`src/rtl/wb_pkg.sv`:
```
// Shared definitions for the register-file writeback path: RegDst encodings
// (also decoded by the control unit), arbiter states and default widths.
package wb_pkg;
    localparam int DATA_W = 32;
    localparam int ADDR_W = 5;

    localparam logic [1:0] REGDST_RT   = 2'b00;
    localparam logic [1:0] REGDST_RD   = 2'b01;
    localparam logic [1:0] REGDST_LINK = 2'b10;
    localparam logic [1:0] REGDST_ILL  = 2'b11;

    typedef enum logic {
        PRIO_ALU  = 1'b0,
        FORCE_MDU = 1'b1
    } wb_state_e;
endpackage

```
`src/rtl/dest_resolve.sv`:
```
// Combinational ALU destination selector: rt, rd or the link register.
// The reserved RegDst code yields address 0 and raises illegal.
module dest_resolve
    import wb_pkg::*;
#(
    parameter int ADDR_W   = wb_pkg::ADDR_W,
    parameter int LINK_REG = 31
) (
    input  logic [1:0]        reg_dst,
    input  logic [ADDR_W-1:0] rt,
    input  logic [ADDR_W-1:0] rd,
    output logic [ADDR_W-1:0] dest,
    output logic              illegal
);
    always_comb begin
        dest    = '0;
        illegal = 1'b0;
        case (reg_dst)
            REGDST_RT:   dest = rt;
            REGDST_RD:   dest = rd;
            REGDST_LINK: dest = ADDR_W'(LINK_REG);
            default:     illegal = 1'b1;
        endcase
    end
endmodule

```
`src/rtl/writeback_port_scheduler.sv`:
```
// Arbitrates the single register-file write port between the ALU and the MDU:
// ALU priority with a starvation counter that forces one MDU grant.
module writeback_port_scheduler
    import wb_pkg::*;
#(
    parameter int DATA_W       = wb_pkg::DATA_W,
    parameter int ADDR_W       = wb_pkg::ADDR_W,
    parameter int LINK_REG     = 31,
    parameter int STARVE_LIMIT = 3
) (
    input  logic              clk,
    input  logic              reset,
    input  logic              alu_valid,
    output logic              alu_ready,
    input  logic [1:0]        alu_reg_dst,
    input  logic [ADDR_W-1:0] alu_rt,
    input  logic [ADDR_W-1:0] alu_rd,
    input  logic [DATA_W-1:0] alu_data,
    input  logic              mdu_valid,
    output logic              mdu_ready,
    input  logic [ADDR_W-1:0] mdu_dest,
    input  logic [DATA_W-1:0] mdu_data,
    output logic              rf_we,
    output logic [ADDR_W-1:0] rf_waddr,
    output logic [DATA_W-1:0] rf_wdata,
    output logic              starve_active,
    output logic              dst_err
);
    localparam logic [3:0] LIMIT = 4'(STARVE_LIMIT);

    wb_state_e         state_q, state_d;
    logic [3:0]        starve_cnt_q, starve_cnt_d;
    logic              rf_we_q, rf_we_d;
    logic [ADDR_W-1:0] rf_waddr_q, rf_waddr_d;
    logic [DATA_W-1:0] rf_wdata_q, rf_wdata_d;
    logic              dst_err_q, dst_err_d;
    logic [ADDR_W-1:0] alu_dest;
    logic              alu_ill;
    logic              alu_xfer, mdu_xfer;

    dest_resolve #(
        .ADDR_W   (ADDR_W),
        .LINK_REG (LINK_REG)
    ) u_dest_resolve (
        .reg_dst (alu_reg_dst),
        .rt      (alu_rt),
        .rd      (alu_rd),
        .dest    (alu_dest),
        .illegal (alu_ill)
    );

    // Readies depend only on state and the valids, so at most one side is granted.
    always_comb begin
        alu_ready = 1'b0;
        mdu_ready = 1'b0;
        if (!reset) begin
            if (state_q == PRIO_ALU) begin
                alu_ready = 1'b1;
                mdu_ready = !alu_valid;
            end else begin
                mdu_ready = 1'b1;
                alu_ready = !mdu_valid;
            end
        end
    end

    assign alu_xfer = alu_valid && alu_ready;
    assign mdu_xfer = mdu_valid && mdu_ready;

    always_comb begin
        starve_cnt_d = starve_cnt_q;
        state_d      = state_q;
        if (mdu_xfer)
            starve_cnt_d = '0;
        else if (mdu_valid && !mdu_ready && starve_cnt_q != 4'hF)
            starve_cnt_d = starve_cnt_q + 4'd1;

        case (state_q)
            PRIO_ALU: if (starve_cnt_d == LIMIT) state_d = FORCE_MDU;
            default: begin
                state_d      = PRIO_ALU;
                starve_cnt_d = '0;
            end
        endcase

        // Writes to $zero and illegal RegDst are consumed without touching the port.
        rf_we_d    = 1'b0;
        rf_waddr_d = rf_waddr_q;
        rf_wdata_d = rf_wdata_q;
        dst_err_d  = alu_xfer && alu_ill;
        if (alu_xfer && !alu_ill && alu_dest != '0) begin
            rf_we_d    = 1'b1;
            rf_waddr_d = alu_dest;
            rf_wdata_d = alu_data;
        end else if (mdu_xfer && mdu_dest != '0) begin
            rf_we_d    = 1'b1;
            rf_waddr_d = mdu_dest;
            rf_wdata_d = mdu_data;
        end
    end

    always_ff @(posedge clk) begin
        if (reset) begin
            state_q      <= PRIO_ALU;
            starve_cnt_q <= '0;
            rf_we_q      <= 1'b0;
            rf_waddr_q   <= '0;
            rf_wdata_q   <= '0;
            dst_err_q    <= 1'b0;
        end else begin
            state_q      <= state_d;
            starve_cnt_q <= starve_cnt_d;
            rf_we_q      <= rf_we_d;
            rf_waddr_q   <= rf_waddr_d;
            rf_wdata_q   <= rf_wdata_d;
            dst_err_q    <= dst_err_d;
        end
    end

    assign rf_we         = rf_we_q;
    assign rf_waddr      = rf_waddr_q;
    assign rf_wdata      = rf_wdata_q;
    assign dst_err       = dst_err_q;
    assign starve_active = (state_q == FORCE_MDU);
endmodule

```
`config.mk`:
```
export PLATFORM = sky130hd
export DESIGN_NAME = writeback_port_scheduler
export DESIGN_NICKNAME = d
export VERILOG_FILES = /design/src/rtl/wb_pkg.sv /design/src/rtl/dest_resolve.sv /design/src/rtl/writeback_port_scheduler.sv
export SDC_FILE = /design/constraint.sdc
export NUM_CORES = 1
export LEC_CHECK = 0
export ABC_CLOCK_PERIOD_IN_PS = 2200
export BUFFER_PORTS_ARGS = -buffer_cell sky130_fd_sc_hd__buf_2
export CORE_UTILIZATION = 44
export CTS_CLUSTER_DIAMETER = 50
export DETAILED_ROUTE_END_ITERATION = 16
export GPL_TIMING_DRIVEN = 0
export PLACE_DENSITY = 0.79
export SKIP_LAST_GASP = 1
export SLEW_MARGIN = 10
export SYNTH_ARGS = -nofsm -noshare
export SYNTH_HDL_FRONTEND = slang
export SYNTH_SLANG_ARGS = --single-unit
```
`constraint.sdc`:
```
create_clock -name clk -period 2.2 [get_ports clk]
set_clock_uncertainty 0.05 [all_clocks]
set_input_delay 0.22 -clock clk [delete_from_list [all_inputs] [get_ports clk]]
set_output_delay 0.22 -clock clk [all_outputs]
set_load 0.02 [all_outputs]
```
==> results.md <==
* Max_cap viols at 0
* Mapped cell area at 2290 sq um
* Global-route usage over all layers at 0.201
* Crit-path max FO at 10
* Hold_ws at approximately 0.076 ns
* Diode count at 0
* Syn_nets at approximately 320
* Initial antenna violation count at 0
* Hold Path Class: primary input to flip-flop
* Post-CTS Repair Setup Buffers at 0
* Total die area at between 5000 and 6000 sq um
* Actual slew at the worst max-slew pin at between 0.6 and 0.7 ns
* Layout cell share with drive strength beyond 1 at 0.479
* Most area-consuming cells after synthesis: dfxtp_1 (38%), o31ai_2 (15%), mux2i_1 (14%), nand2_1 (6.6%), buf_12 (2.6%)
* CTS tree: built
* H-tree depth at 2
* Status: finished clean
* Yosys reg bits at 44
* Area grow syn2layout at 34.8%
* Largest area contributor in the netlist: dfxtp_1
* Crit path DAT at just over 2 ns
* Post-route clock period utilization at 0.851
* Cts hold-fix bufs at 0
* Crit path kind: flip-flop to flip-flop
* Clk sinks at 44
* Rows at 25
* Cell count after synthesis at ~230
* Initial core utilization at 0.470
* Async SR Flop Fraction at 0
* Most common cell in the netlist: dfxtp_1
* Leakage Power at approximately 1.6 nW
* CP required at 2.35 ns
* Worst-skew pair later-pin latency at 0.28 ns
* Final setup fails at 0
* Clock transition at path regs at 0.08 ns
* VDD IR max at 0.305 mV
* EDFF count, synth at 0
* Die Wd at approximately 74 um
* Wirelength per Cell at roughly 13 um
* Yosys top cell area share at 0.384
* DRT antenna net count at 0
* Nets@finish at 450
* Crit path launch type: flip-flop
* Pre-Repair DR Iteration Count at 4
* Commonest cells in the netlist: dfxtp_1 (44), nand2_1 (40), mux2i_1 (33), o31ai_2 (28), nor2_1 (13)
* Ports at 127
* Post-synthesis sequential area ratio at 0.384
* Hpwl dp at 4440 um
* Final hold violations at 0
* Die H at about 74 um
* Total negative slack at 0 ns
* First-pass GRT wire length at 8560 um
* # resized after CTS at 0
* WL final at between 5000 and 6000 um
* Cell Pwr Density at between 600 and 700 nW/um^2
* Syn Area/Cell at between 9 and 10 sq um
* Post-route insts no fill at approximately 430
* Yosys warnings at 0
* F_max at 534 MHz
* Dominant synthesized flop cell: dfxtp_1
* Clock root cell: clkbuf_8
* Core area at approximately 4900 sq um
* Post-route DRC at 0
* Via density at about 5
* RSZ-0062 raised after global routing: false
* CTS max path bufs at 2
* Port Buf Inserts at roughly 120
* Largest net degree at the start of global routing at 14
* Worst slew margin at 0.542
* Netlist cell types at between 40 and 50
* Total CTS buffers at 5
* GPL Wtd Cong at 0.846
* Grt ovf at 0
* Via count of the routed design at ~2200
* Initial DRC Count at 72
* Min cycle time layout at around 1.9 ns
* DP Cell Count at ~420
* Max-slew violation count at 0
* Critical Path End Type: flip-flop
* Vias in the first global route at 1984
-- layout by cell type, fill, tap and decap left out, types with 7 or more instances in the layout --
master | netlist | layout
mux2i_1 | 33 | 33
clkbuf_8 | 1 | 7
nand2_1 | 40 | 40
o31ai_2 | 28 | 28
dfxtp_1 | 44 | 44
buf_2 | 5 | 129
o21ai_0 | 7 | 7
clkbuf_1 | 8 | 8
nor2_1 | 13 | 13
-- area by class of cell --
| cell class | instances | area, sq um |
|---|---|---|
| fill | 468 | 1790 |
| multi-input combinational | 167 | 1250 |
| sequential | 44 | 881 |
| timing repair buffer | 124 | 621 |
| buffer | 19 | 148 |
| tap | 67 | 83.8 |
| clock buffer | 6 | 82.6 |
| inverter | 3 | 11.3 |
| clock inverter | 2 | 10.0 |
-- registers in the layout, indices dropped and copies added, names as in the netlist --
name           count
starve_cnt_q       4
rf_wdata          32
dst_err            1
rf_waddr           5
starve_active      1
rf_we              1
-- where the power goes --
part	internal, mW	leakage [nW]	switching [mW]
Sequential	0.861	0.362	0.0328
Clock	0.251	0.0510	0.267
Combinational	0.207	1.22	0.268
Total	1.32	1.64	0.568
-- worst paths after layout --
kind	startpoint	depth (start not counted)	slack (ns)	to
worst min-delay path	alu_data[2]	3	0.08	rf_wdata[2]$_SDFFE_PP0P_
worst max-delay path	starve_active$_SDFF_PP0_	8	0.33	rf_wdata[27]$_SDFFE_PP0P_
worst min register to register	rf_waddr[4]$_SDFFE_PP0P_	2	0.44	rf_waddr[4]$_SDFFE_PP0P_
worst max register to register	starve_active$_SDFF_PP0_	8	0.33	rf_wdata[27]$_SDFFE_PP0P_
-- metal layers --
metal,part of all wire,global-route usage
met1,0.44,0.243
met2,0.49,0.348
met3,0.046,0.0393
met4,0.018,0.0855
met5,0,0
-- per-stage QoR --
stage	utilization	instance area, sq um	total power, mW	setup slack, ns
global route	0.633	3090	1.99	0.185
floorplan	-	2290	1.21	0.219
finish	0.633	3090	1.89	0.328
global placement	0.614	3000	1.38	0.288
CTS	0.633	3090	1.90	0.307
detailed placement	0.614	3000	1.39	0.242
-- worst max-delay path, stage by stage, from the launching register on --
cell,delay [ns]
dfxtp_1,0.36
a21oi_1,0.23
and3_1,0.26
o21a_1,0.14
buf_2,0.14
buf_4,0.20
buf_2,0.25
nand2_1,0.10
o31ai_2,0.06
-- cell families after synthesis --
logic type | after synthesis | share of synthesized area
XOR/XNOR | 2 | 0.00764
buffers and inverters | 22 | 0.0693
multiplexers | 33 | 0.144
AND/OR/NAND/NOR | 73 | 0.144
flip-flops | 44 | 0.384
AO/OA/AOI/OAI | 58 | 0.246
adder cells (fa/ha/maj) | 1 | 0.00546
No activity file was read; power rests on OpenSTA's default activity.
